## src/rtl/negate_seq_if.sv

```systemverilog
// negate_seq_if: request/result bundle between the control unit and the sign unit
interface negate_seq_if #(
    parameter int WIDTH = 32
);
    logic             start;
    logic [1:0]       mode;
    logic [WIDTH-1:0] a;
    logic [WIDTH-1:0] result;
    logic             busy;
    logic             done;
    logic             overflow;
    logic             zero;

    modport master (
        output start, mode, a,
        input  result, busy, done, overflow, zero
    );

    modport slave (
        input  start, mode, a,
        output result, busy, done, overflow, zero
    );
endinterface

```

## src/rtl/negate_seq.sv

```systemverilog
// negate_seq: multi-cycle pass/negate/abs unit, CHUNK bits of the +1 carry chain per cycle
module negate_seq #(
    parameter int WIDTH = 32,
    parameter int CHUNK = 8
) (
    input logic        clock,
    input logic        clear,
    negate_seq_if.slave bus
);
    localparam int NCH = WIDTH / CHUNK;
    localparam int IW = NCH > 1 ? $clog2(NCH) : 1;
    localparam logic [WIDTH-1:0] MIN_NEG = WIDTH'(1) << (WIDTH - 1);

    typedef enum logic [1:0] {IDLE, RUN, DONE} state_t;

    state_t           state_q, state_d;
    logic [WIDTH-1:0] op_q, op_d;
    logic [WIDTH-1:0] res_q, res_d;
    logic [IW-1:0]    idx_q, idx_d;
    logic             inv_q, inv_d;
    logic             carry_q, carry_d;
    logic             ov_q, ov_d;
    logic             zero_q, zero_d;
    logic             accept;
    logic             last;
    logic [CHUNK-1:0] chunk;
    logic [CHUNK:0]   sum;

    // Next state: accept a request outside RUN, otherwise ripple one chunk per cycle
    always_comb begin
        accept  = bus.start && state_q != RUN;
        last    = idx_q == IW'(NCH - 1);
        chunk   = op_q[int'(idx_q) * CHUNK +: CHUNK];
        sum     = {1'b0, chunk ^ {CHUNK{inv_q}}} + {{CHUNK{1'b0}}, carry_q};
        state_d = state_q;
        op_d    = op_q;
        res_d   = res_q;
        idx_d   = idx_q;
        inv_d   = inv_q;
        carry_d = carry_q;
        ov_d    = ov_q;
        zero_d  = zero_q;
        if (accept) begin
            op_d    = bus.a;
            inv_d   = bus.mode == 2'b01 || (bus.mode == 2'b10 && bus.a[WIDTH-1]);
            carry_d = inv_d;
            idx_d   = '0;
            state_d = RUN;
        end else if (state_q == RUN) begin
            res_d[int'(idx_q) * CHUNK +: CHUNK] = sum[CHUNK-1:0];
            carry_d = sum[CHUNK];
            idx_d   = idx_q + 1'b1;
            if (last) begin
                state_d = DONE;
                idx_d   = '0;
                carry_d = 1'b0;
                ov_d    = inv_q && op_q == MIN_NEG;
                zero_d  = res_d == '0;
            end
        end else if (state_q == DONE) begin
            state_d = IDLE;
        end
    end

    // State and datapath registers; clear aborts any computation at once
    always_ff @(posedge clock or posedge clear) begin
        if (clear) begin
            state_q <= IDLE;
            op_q    <= '0;
            res_q   <= '0;
            idx_q   <= '0;
            inv_q   <= 1'b0;
            carry_q <= 1'b0;
            ov_q    <= 1'b0;
            zero_q  <= 1'b0;
        end else begin
            state_q <= state_d;
            op_q    <= op_d;
            res_q   <= res_d;
            idx_q   <= idx_d;
            inv_q   <= inv_d;
            carry_q <= carry_d;
            ov_q    <= ov_d;
            zero_q  <= zero_d;
        end
    end

    assign bus.result   = res_q;
    assign bus.busy     = state_q == RUN;
    assign bus.done     = state_q == DONE;
    assign bus.overflow = ov_q;
    assign bus.zero     = zero_q;
endmodule

```

## src/flat_wrapper.sv

```systemverilog
// flat-port wrapper written by rule: the top's interface ports become plain ports
module negate_seq_flat 
#(
    parameter int WIDTH = 32,
    parameter int CHUNK = 8
)
  (clock, clear, bus_start, bus_mode, bus_a, bus_result, bus_busy, bus_done, bus_overflow, bus_zero);
  negate_seq_if #(.WIDTH(WIDTH)) bus_i ();
  input logic clock;
  input logic clear;
  input wire logic [$bits(bus_i.start)-1:0] bus_start;
  input wire logic [$bits(bus_i.mode)-1:0] bus_mode;
  input wire logic [$bits(bus_i.a)-1:0] bus_a;
  output wire logic [$bits(bus_i.result)-1:0] bus_result;
  output wire logic [$bits(bus_i.busy)-1:0] bus_busy;
  output wire logic [$bits(bus_i.done)-1:0] bus_done;
  output wire logic [$bits(bus_i.overflow)-1:0] bus_overflow;
  output wire logic [$bits(bus_i.zero)-1:0] bus_zero;
  assign bus_i.start = bus_start;
  assign bus_i.mode = bus_mode;
  assign bus_i.a = bus_a;
  assign bus_result = bus_i.result;
  assign bus_busy = bus_i.busy;
  assign bus_done = bus_i.done;
  assign bus_overflow = bus_i.overflow;
  assign bus_zero = bus_i.zero;
  negate_seq #(.WIDTH(WIDTH), .CHUNK(CHUNK)) u_core (.clock(clock), .clear(clear), .bus(bus_i));
endmodule
```

## config.mk

```make
export PLATFORM = sky130hd
export DESIGN_NAME = negate_seq_flat
export DESIGN_NICKNAME = d
export VERILOG_FILES = /design/src/rtl/negate_seq_if.sv /design/src/rtl/negate_seq.sv /design/src/flat_wrapper.sv
export SDC_FILE = /design/constraint.sdc
export NUM_CORES = 1
export LEC_CHECK = 0
export CAP_MARGIN = 20
export CORE_MARGIN = 3
export CORE_UTILIZATION = 51
export DETAILED_ROUTE_END_ITERATION = 12
export GPL_TIMING_DRIVEN = 0
export PLACE_DENSITY = 0.89
export RECOVER_POWER = 25
export SLEW_MARGIN = 0
export SYNTH_ARGS = -nofsm -noshare
export SYNTH_HDL_FRONTEND = slang
export SYNTH_SLANG_ARGS = --single-unit
```

## constraint.sdc

```tcl
create_clock -name clock -period 4.5 [get_ports clock]
set_clock_uncertainty 0.1 [all_clocks]
set_input_delay 0.45 -clock clock [delete_from_list [all_inputs] [get_ports clock]]
set_output_delay 0.45 -clock clock [all_outputs]
set_load 0.005 [all_outputs]
```

==> key figures, run 1 <==
Run status
  • Outcome: finished, violations left
  • Violated checks: capacitance limit, slew limit

Clock network
  • Max Root-Sink Buffers: 2
  • CTS tree: built
  • Post-CTS sizing: 0
  • Hold_buf cts: 0
  • CTS Root Cell: clkbuf_8
  • Post-CTS setup buffer count: 0
  • Worst-path clk slew: 0.07 ns
  • Clock Sinks: 72
  • H-tree levels: 3
  • Total CTS buffers: 9
  • Clk_lat worst skew: 0.35 ns

Yosys
  • Synth Area in Compound Gates: 12.0%
  • Post-synth top cells: dfrtp_1, mux2_2, a22o_1
  • Post-synthesis sequential element count: 72
  • Synth Area in Adders: 3.51%
  • Synth Area per Inst: 12.0 um2
  • Simple-gate share of the synthesized area: 10.8%
  • Yosys top cell by area: dfrtp_1
  • Sequential fraction of the synthesis area: 50.5%
  • Post-synthesis xor/xnor area fraction: 3.19%
  • Post-synth EDFFs: 0
  • Syn_nets: 344
  • Post-synth cell types: 41
  • Cell Area, Synth: 3570 um2
  • Mux cell area share after synthesis: 17.1%
  • Post-Synthesis Cells: 297
  • Ys async rst share: 100%
  • Largest cells by area after synthesis: dfrtp_1, mux2_2, a22o_1, mux4_2, ha_1
  • Yosys top cell area share: 50.5%
  • Yosys Warn Count: 0
  • Most frequent cell after synthesis: dfrtp_1
  • Top FF cell, synth: dfrtp_1
  • Main combinational cell family by area after synthesis: multiplexers

Run
  • Max Cap Viol: 1

Route
  • First-pass DRT Iterations: 4
  • DR WL/cell: 18.4 um
  • Vias per cell: 5.98
  • Total Wirelength: 8770 um
  • Initial DRC count: 226
  • Residual DRC: 0
  • ANT nets after route: 0
  • Detailed-route via count: 2857

Setup path
  • Crit path launch type: flop
  • WP data required: 4.69 ns
  • Worst Path Class, Setup: reg2reg
  • CP max stage cell: mux4_2
  • R2R Path Start: u_core.idx_q[0]
  • Flop2flop setup slack: 0.69 ns
  • FF-to-FF path depth: 13
  • Setup crit end kind: flop
  • CP peak stage delay: 0.55 ns
  • Worst-path cell chain: buf_6 -> buf_2 -> mux4_2 -> xor2_1 -> ha_1 -> ha_1 -> inv_1 -> o21ai_0 -> o21ai_0 -> xnor2_1 -> a31oi_1 -> a211oi_1 -> a32o_2
  • Maximum fanout along the worst path: 10
  • FF-to-FF End: u_core.bus.zero
  • CP arrival: 4.00 ns

Die
  • Core box area: 6570 um2
  • Site Rows: 29
  • Die Y: 89.6 um
  • Die Width: 89.6 um
  • IO Count: 73
  • Die Area: 8030 um2
  • Starting Density: 54.3%

Placed design
  • Placed Cells: 462
  • Placer Congestion: 0.885
  • HPWL after DPL: 6370 um
  • # port buffers: 72

Layout
  • Util after Layout: 71.1%
  • Fin cells: 478
  • Area grow syn2layout: 31.0%
  • # diodes: 0
  • Layout cells sized above 1: 16.6%
  • Fin nets: 427

Pwr
  • Power density of the placed cells: 815 nW/um2
  • Switching share of power: 39.6%
  • Leakage power: 1.92 nW
  • Maximum VDD drop: 392 uV
  • Cell-internal power: 2.30 mW
  • Combinational Power Share: 50.5%
  • Flop pwr share: 31.7%
  • Power Total: 3.81 mW
  • NetSw: 1.51 mW
  • Clock power frac: 17.8%

Min path
  • Hold_sp: u_core.bus.overflow
  • Hold depth: 2
  • Classification of the worst-slack hold path: reg2reg
  • WHS Endpoint: u_core.bus.overflow

Global route
  • Initial antenna violation count: 0
  • Pin count of the biggest net entering global routing: 73
  • Tot GR Track Use: 22.8%
  • First-pass GRT wire length: 13800 um
  • Vias in the first global route: 2895
  • GRT overflow: 0

Timing
  • Setup violators final: 0
  • Hold Vio Cnt, Final: 0
  • Final period utilization: 84.7%
  • Fin crit period: 3.81 ns
  • Setup tns final: 0 ns
  • Worst slew pin tran: 2.66 ns
  • Unrepaired setup endpoints after global routing: false
  • Hold WS: 0.419 ns
  • Final Max Tran Viols: 73
  • Fmax: 262 MHz
  • Relative slew slack: -77.4%
==> kinds of logic (layout without fill, tap and decap cells) <==
logic type | count (synthesis) | after routing
adders and majority gates | 10 | 10
DFF | 72 | 72
buffers and inverters | 25 | 113
AOI/OAI and AO/OA | 60 | 60
muxes | 45 | 45
and+or+nand+nor | 72 | 72
xor gates and xnor gates | 13 | 13
==> sequential cells by signal, indices dropped and copies added, names as in the netlist <==
| register | count |
|---|---|
| u_core.bus.overflow | 1 |
| u_core.bus.result | 32 |
| u_core.bus.zero | 1 |
| u_core.carry_q | 1 |
| u_core.idx_q | 2 |
| u_core.inv_q | 1 |
| u_core.op_q | 32 |
| u_core.state_q | 2 |
==> cell type report <==
class | instances | area [um2]
Clock inverter | 5 | 128
Clock buffer | 11 | 141
Inverter | 16 | 60.1
Buffer | 9 | 42.5
Tap cell | 93 | 116
Timing Repair Buffer | 72 | 721
Sequential cell | 72 | 1800
Multi-Input combinational cell | 200 | 1660
Fill cell | 453 | 1900
==> power by group through the flow <==
stage                     combinational (mW)  clock, mW  sequential [mW]
after CTS                               1.91      0.684             1.20
final                                   1.92      0.677             1.21
after global routing                    2.08      0.708             1.24
after global placement                  1.84          0             1.18
after detailed placement                1.89          0             1.21
after floorplan                         1.25          0             1.13
==> worst max path at each step <==
stage	from	to	cells after the start
6_report	u_core.idx_q[0]	u_core.bus.zero	13
3_5_place_dp	u_core.idx_q[0]	u_core.bus.zero	13
4_1_cts	u_core.idx_q[0]	u_core.bus.zero	13
3_3_place_gp	u_core.idx_q[0]	u_core.bus.zero	13
5_1_grt	u_core.idx_q[0]	u_core.bus.zero	13
2_1_floorplan	u_core.idx_q[0]	u_core.bus.zero	13
==> critical path, delay by kind of cell, from the launching register on <==
family / cells / cell delay [ns]
AOI/OAI and AO/OA: 5 / 0.86
xor gates and xnor gates: 2 / 0.66
adders and majority gates: 2 / 0.62
buffers and inverters: 3 / 0.52
DFF: 1 / 0.43
muxes: 1 / 0.55
==> metal layers <==
layer	global-route usage, %	up-vias	routed length, um
met5	0	-	0
met4	9.20	0	217
met3	6.39	23	590
met2	38.3	129	4540
met1	27.6	1430	3420
li1	-	1275	-
==> layout by cell type, fill, tap and decap left out, drive strengths merged, types with 13 or more instances in the layout <==
master,instances
a22o,23
nand2,22
a21oi,13
inv,16
clkdlybuf4s50,71
dfrtp,72
nor4,15
clkbuf,18
mux2,34
o21ai,14
==> per-stage QoR <==
step	setup WS, ns	cell area (um2)
finish	0.689	4670
global route	0.347	4670
CTS	0.689	4670
detailed placement	0.735	4410
global placement	0.806	4400
floorplan	1.36	3570
Power figures use the tool's default switching activity.
==> inputs of run 2 (changes only) <==
--- a/config.mk
+++ b/config.mk
@@ -7,10 +7,10 @@
 export LEC_CHECK = 0
 export CAP_MARGIN = 20
 export CORE_MARGIN = 3
-export CORE_UTILIZATION = 51
+export CORE_UTILIZATION = 46
 export DETAILED_ROUTE_END_ITERATION = 12
 export GPL_TIMING_DRIVEN = 0
-export PLACE_DENSITY = 0.89
+export PLACE_DENSITY = 0.86
 export RECOVER_POWER = 25
 export SLEW_MARGIN = 0
 export SYNTH_ARGS = -nofsm -noshare
==> constraint.sdc (replaced) <==
create_clock -name clock -period 3.1 [get_ports clock]
set_clock_uncertainty 0.1 [all_clocks]
set_input_delay 0.31 -clock clock [delete_from_list [all_inputs] [get_ports clock]]
set_output_delay 0.31 -clock clock [all_outputs]
set_load 0.005 [all_outputs]
==> run 2 against run 1 <==
  * The run now ends clean
  * Non-clock buffer count up 11
  * Setup slack worse by 0.57 ns
  * Utilization down 4.9 points
  * Total power up 59%
  * Critical path depth down 1
  * Clock-buffer cell count down 1
  * Die area up 10%
  * Maximum frequency up 28%
  * First-iteration DRC count down 37%
  * Sequential power up 44%
  * Via count up 0.11%
  * Final area up 4.4%
  * Largest cell class unchanged
  * Largest power group unchanged
==> key figures, run 2 (synthesis results as in run 1) <==
Route
  • Vias per cell: 5.78 (-3.3%)
  • First-pass DRT Iterations: 4 (unchanged)
  • Total Wirelength: 8910 um (+1.6%)
  • Initial DRC count: 142 (-37%)
  • DR WL/cell: 18.0 um (-1.9%)
  • ANT nets after route: 0 (unchanged)
  • Residual DRC: 0 (unchanged)
  • Detailed-route via count: 2860 (+0.11%)

Pwr
  • Power density of the placed cells: 1240 nW/um2 (+52%)
  • Maximum VDD drop: 597 uV (+52%)
  • Power Total: 6.04 mW (+59%)
  • Leakage power: 2.01 nW (+4.6%)

Clock network
  • Clk_lat worst skew: 0.36 ns (about the same)
  • H-tree levels: 3 (unchanged)
  • Worst-path clk slew: 0.08 ns (about the same)
  • Hold_buf cts: 0 (unchanged)
  • Max Root-Sink Buffers: 2 (unchanged)
  • Clock Sinks: 72 (unchanged)
  • Total CTS buffers: 9 (unchanged)
  • CTS tree: built
  • CTS Root Cell: clkbuf_8

Layout
  • Area of the multi-input gates: 1770 um2 (+6.8%)
  • # diodes: 0 (unchanged)
  • Area grow syn2layout: 36.8%
  • Fillers: 527 (+16%)
  • Most frequent cells in the layout: clkdlybuf4s50_1, dfrtp_1, mux2_2
  • Fin nets: 438 (+2.6%)
  • Most common cell after layout, fill and taps aside: clkdlybuf4s50_1
  • Util after Layout: 66.2% (-4.9 points)
  • Layout cells sized above 1: 23.5% (+6.9 points)
  • Sequential cell area: 1800 um2 (+0.14%)

Timing
  • Hold WS: 0.398 ns (-0.0214 ns)
  • Hold Vio Cnt, Final: 0 (unchanged)
  • Relative slew slack: 3.67% (+81 points)
  • Final period utilization: 96.1% (+11 points)
  • Final Max Tran Viols: 0 (-100%)
  • Setup violators final: 0 (unchanged)
  • Fmax: 336 MHz (+28%)
  • Fin crit period: 2.98 ns (-0.834 ns)
  • Worst slew pin tran: 1.44 ns (-1.22 ns)

Global route
  • First-pass GRT wire length: 14600 um (+5.4%)
  • GRT overflow: 0 (unchanged)
  • Vias in the first global route: 2972 (+2.7%)
  • Tot GR Track Use: 21.6% (-1.1 points)
  • Pin count of the biggest net entering global routing: 73 (unchanged)
  • Initial antenna violation count: 0 (unchanged)

Die
  • IO Count: 73 (unchanged)
  • Starting Density: 48.4% (-5.9 points)
  • Die Width: 94.0 um (+4.9%)
  • Die Y: 94.0 um (+4.9%)
  • Core box area: 7370 um2 (+12%)
  • Die Area: 8840 um2 (+10%)
  • Site Rows: 31 (+6.9%)

Placed design
  • # port buffers: 72 (unchanged)
  • Placer Congestion: 0.865 (-2.2%)
  • HPWL after DPL: 6340 um (-0.39%)

Setup path
  • CP arrival: 3.17 ns (-0.83 ns)
  • Crit path launch type: flop
  • Maximum fanout along the worst path: 7 (-3)
  • Worst Path Class, Setup: reg2reg
  • WP data required: 3.30 ns (-1.39 ns)
  • Setup crit end kind: flop

Run
  • Max Cap Viol: 0 (-1)

Min path
  • Classification of the worst-slack hold path: reg2reg

Run status
  • Outcome: completed
## run 2: cell types whose count changed in the layout (fill, tap and decap cells not counted), sizes merged
cell	delta
bufinv	-1
buf	+11
clkbuf	-1
clkinv	+1
inv	+1
## run 2: per-layer routing
metal | global-route usage [%] | wire [um]
met1 | 26.8 | 3590
met5 | 0 | 0
met4 | 7.82 | 201
met2 | 35.8 | 4500
met3 | 6.49 | 623
## run 2: power breakdown
group	switching, mW	internal [mW]	leakage, nW
clock	0.371	0.560	0.123
sequential	0.377	1.36	0.911
combinational	1.65	1.72	0.975
## run 2: critical path, cell delays in order, from the launching register on
cell      delay, ns
dfrtp_2        0.40
buf_6          0.14
buf_12         0.12
mux4_2         0.50
xor2_1         0.15
ha_2           0.29
nand2b_1       0.09
o221ai_2       0.18
a21oi_2        0.09
xnor2_2        0.32
a31oi_1        0.14
a211oi_1       0.19
a32o_2         0.20
## run 2: worst paths after layout
kind	start	endpoint	slack, ns	cells after the start
min reg2reg	u_core.bus.overflow	u_core.bus.overflow	0.40	2
min	u_core.bus.overflow	u_core.bus.overflow	0.40	2
min in group asynchronous	clear	u_core.op_q[8]	0.73	2
max	u_core.idx_q[0]	u_core.bus.zero	0.12	12
max in group asynchronous	clear	u_core.idx_q[1]	1.22	2
max reg2reg	u_core.idx_q[0]	u_core.bus.zero	0.12	12
## run 2: through the flow
stage / cell area [um2] / TNS, ns / setup slack (ns) / std cells
after CTS: 4780 / 0 / 0.0120 / 490
after detailed placement: 4420 / -3.54 / -0.600 / 468
after global routing: 4880 / -0.0310 / -0.0310 / 495
after floorplan: 3570 / 0 / 0.0116 / 297
after global placement: 4410 / -15.77 / -0.531 / 468
final: 4880 / 0 / 0.122 / 495
## run 2: layout make-up
type	instances	area share [%]
well taps	99	2.54
multi-input cells	200	36.4
clock buffers	10	2.82
clock inverters	6	2.36
plain buffers	9	1.26
repair buffers	83	16.5
flip-flops and latches	72	37.0
inverters	16	1.23
## run 2: what timing repair did
item,4_1_cts,5_1_grt
gates resized for setup,14,12
buffers inserted,6,5
setup endpoints to repair,21,5
pin swaps,3,5
==> inputs of run 3 (changes only) <==
--- a/config.mk
+++ b/config.mk
@@ -5,12 +5,13 @@
 export SDC_FILE = /design/constraint.sdc
 export NUM_CORES = 1
 export LEC_CHECK = 0
+export ABC_AREA = 1
 export CAP_MARGIN = 20
 export CORE_MARGIN = 3
-export CORE_UTILIZATION = 46
+export CORE_UTILIZATION = 48
 export DETAILED_ROUTE_END_ITERATION = 12
 export GPL_TIMING_DRIVEN = 0
-export PLACE_DENSITY = 0.86
+export PLACE_DENSITY = 0.87
 export RECOVER_POWER = 25
 export SLEW_MARGIN = 0
 export SYNTH_ARGS = -nofsm -noshare
==> run 3 against run 2 <==
  * The run now ends with capacitance limit left
  * Utilization increased by 1.2 points
  * Clock-buffer cell count is 2 higher
  * Critical path depth is 7 higher
  * Sequential share of layout area is 3.4 points lower
  * Final area grew 10%
  * Worst hold slack got worse by 0.011 ns
  * Total power down 0.23%
  * Clock power down 6.2%
  * First-iteration DRC count increased by 89%
  * Global-route usage is 3.8 points higher
  * Non-clock buffer count increased by 16
  * Wire length up 35%
  * Largest cell class is now multi-input gates
==> key figures, run 3 <==
Clock network
  • Hold_buf cts: 0 (unchanged)
  • CTS Root Cell: clkbuf_8
  • Clock Sinks: 72 (unchanged)
  • H-tree levels: 3 (unchanged)
  • Worst-path clk slew: 0.08 ns (about the same)
  • Max Root-Sink Buffers: 2 (unchanged)
  • Clk_lat worst skew: 0.36 ns (about the same)
  • Total CTS buffers: 9 (unchanged)
  • CTS tree: built

Yosys
  • Syn_nets: 615 (+79%)
  • Cell Area, Synth: 4060 um2 (+14%)
  • Yosys Warn Count: 0 (unchanged)
  • Yosys top cell area share: 44.3% (-6.2 points)
  • Top FF cell, synth: dfrtp_1
  • Post-synth cell types: 32 (-22%)
  • Ys async rst share: 100% (unchanged)
  • Post-synthesis sequential element count: 72 (unchanged)
  • Sequential fraction of the synthesis area: 44.3% (-6.2 points)
  • Yosys top cell by area: dfrtp_1
  • Post-synth EDFFs: 0 (unchanged)
  • Synth Area per Inst: 7.15 um2 (-40%)
  • Largest cells by area after synthesis: dfrtp_1, nand2_1, o21ai_0, nor2_1, inv_1
  • Post-synth top cells: nand2_1, dfrtp_1, nor2_1
  • Most frequent cell after synthesis: nand2_1
  • Post-Synthesis Cells: 568 (+91%)

Placed design
  • Placed Cells: 742 (+59%)
  • HPWL after DPL: 8860 um (+40%)
  • Placer Congestion: 0.944 (+9.2%)
  • # port buffers: 72 (unchanged)
  • Placed instance area: 4910 um2 (+11%)

Route
  • ANT nets after route: 0 (unchanged)
  • DR WL/cell: 15.5 um (-14%)
  • Residual DRC: 0 (unchanged)
  • Vias per cell: 5.50 (-4.8%)
  • Initial DRC count: 268 (+89%)
  • Detailed-route via count: 4250 (+49%)
  • First-pass DRT Iterations: 7 (+3)
  • Total Wirelength: 12000 um (+35%)

Global route
  • First-pass GRT wire length: 19700 um (+35%)
  • Vias in the first global route: 4112 (+38%)
  • Initial antenna violation count: 0 (unchanged)
  • Tot GR Track Use: 25.4% (+3.8 points)
  • GRT overflow: 0 (unchanged)
  • Pin count of the biggest net entering global routing: 73 (unchanged)

Die
  • Die Area: 9610 um2 (+8.6%)
  • IO Count: 73 (unchanged)
  • Core box area: 7970 um2 (+8.1%)
  • Site Rows: 32 (+3.2%)
  • Die Y: 98.0 um (+4.2%)
  • Die Width: 98.0 um (+4.2%)
  • Starting Density: 51.0% (+2.6 points)

Min path
  • Classification of the worst-slack hold path: in2reg

Timing
  • Hold Vio Cnt, Final: 0 (unchanged)
  • Unrepaired setup endpoints after global routing: true
  • Setup violators final: 0 (unchanged)
  • Final Max Tran Viols: 0 (unchanged)
  • Relative slew slack: 1.28% (-2.4 points)
  • Setup tns final: 0 ns (unchanged)
  • Worst slew pin tran: 1.48 ns (+0.0379 ns)
  • Fin crit period: 3.08 ns (+0.107 ns)
  • Fmax: 324 MHz (-3.5%)
  • Final period utilization: 99.5% (+3.5 points)
  • Hold WS: 0.386 ns (-0.0113 ns)

Setup path
  • Crit path launch type: flop
  • Setup crit end kind: flop
  • FF-to-FF End: u_core.bus.result[9]
  • Setup crit start: u_core.idx_q[1]
  • FF-to-FF path depth: 19 (+7)
  • R2R Path Start: u_core.idx_q[1]
  • CP arrival: 3.23 ns (+0.06 ns)
  • Flop2flop setup slack: 0.02 ns (-0.11 ns)
  • Worst Path Class, Setup: reg2reg
  • CP Capture Point: u_core.bus.result[9]
  • Maximum fanout along the worst path: 10 (+3)
  • WP data required: 3.25 ns (-0.05 ns)

Pwr
  • Switching share of power: 46.5% (+6.8 points)
  • Combinational Power Share: 57.7% (+1.9 points)
  • Power density of the placed cells: 1120 nW/um2 (-9.4%)
  • Maximum VDD drop: 500 uV (-16%)
  • Cell-internal power: 3.22 mW (-12%)
  • NetSw: 2.80 mW (+17%)
  • Flop pwr share: 27.8% (-1.0 points)
  • Leakage power: 2.52 nW (+25%)
  • Clock power frac: 14.5% (-0.9 points)

Run status
  • Outcome: finished, violations left
  • Violated checks: capacitance limit

Layout
  • Area grow syn2layout: 32.3%
  • Layout cells sized above 1: 11.3% (-12 points)
  • Most common cell after layout, fill and taps aside: nand2_1
  • # diodes: 0 (unchanged)
  • Fin nets: 713 (+63%)
  • Fin cells: 773 (+56%)
  • Most frequent cells in the layout: nand2_1, clkdlybuf4s50_1, dfrtp_1
  • Cell area after layout: 5380 um2 (+10%)

Run
  • Max Cap Viol: 1 (+1)
run 3: cell count changes after synthesis, sizes merged, moves of 7 or more:
cell / delta
nand2: +195
nor2: +50
inv: +37
nand3: +37
mux2: -34
o21ai: +33
a22o: -23
nand4: +13
nor4: -9
mux4: -8
nor3: -8
xnor2: -8
a21oi: -7
buf: +7
run 3: layout make-up:
class                      instances  area [um2]
inverter                          54         203
buffer                            20         111
clock inverter                     4        76.3
timing repair buffer              88         845
tap                              102         128
fill                             686        2590
sequential                        72        1800
multi-input combinational        421        2050
clock buffer                      12         155
run 3: power by group through the flow:
| stage | clock, mW | sequential (mW) | combinational, mW |
|---|---|---|---|
| 5_1_grt | 0.916 | 1.72 | 3.86 |
| 6_report | 0.873 | 1.67 | 3.48 |
| 4_1_cts | 0.876 | 1.66 | 3.31 |
| 3_5_place_dp | 0 | 1.68 | 3.01 |
| 2_1_floorplan | 0 | 1.61 | 1.99 |
| 3_3_place_gp | 0 | 1.67 | 2.92 |
run 3: per-layer routing:
metal	wire, um	GRT usage (%)	part of all wire, %	up-vias
met1	4940	30.8	41	2003
met2	6000	45.2	50	182
met3	681	4.29	5.7	33
met5	0	0	0	-
met4	374	9.48	3.1	0
li1	-	-	-	2032
run 3: metrics by stage:
stage / power (mW) / setup WS (ns) / utilization (%)
2_1_floorplan: 3.59 / 0.127 / -
3_3_place_gp: 4.58 / -0.721 / 61.7
3_5_place_dp: 4.69 / -0.678 / 61.7
4_1_cts: 5.84 / -0.0286 / 66.5
5_1_grt: 6.50 / -0.147 / 67.5
6_report: 6.03 / 0.0155 / 67.5
run 3: timing repair:
item                                    4_1_cts  5_1_grt
endpoints found under the setup margin        5        2
cloned                                        0        0
buffers inserted                             11        5
resized for setup                            21       20
pin swaps                                    13       17
run 3: worst min path at each step:
stage	slack, ns	endpoint	start	cells past startpoint
after global routing	0.40	u_core.op_q[24]	bus_a[24]	3
after CTS	0.38	u_core.op_q[23]	bus_a[23]	3
after global placement	0.38	u_core.bus.zero	u_core.bus.zero	2
after detailed placement	0.38	u_core.bus.zero	u_core.bus.zero	2
after floorplan	0.33	u_core.op_q[11]	bus_a[11]	2
final	0.39	u_core.op_q[23]	bus_a[23]	3
run 3: logic make-up after synthesis:
family / Yosys count / share of synthesized area, %
adder cells (fa/ha/maj): 10 / 3.08
AO/OA/AOI/OAI: 72 / 9.94
buffers and inverters: 75 / 7.36
AND/OR/NAND/NOR: 337 / 34.9
XOR/XNOR: 2 / 0.431
flip-flops: 72 / 44.3
run 3: worst max-delay path: stages (launching register included):
cell and delay (ns):
dfrtp_2 0.47, inv_2 0.22, a21oi_2 0.04, o21ai_1 0.08
nand2_1 0.08, xor2_1 0.16, ha_2 0.23, ha_4 0.21
nand2_4 0.08, nor2_4 0.04, a22oi_2 0.18, nand2_2 0.12
buf_4 0.15, buf_4 0.12, buf_4 0.12, buf_4 0.12
buf_4 0.12, buf_4 0.12, buf_4 0.12, o21a_1 0.09
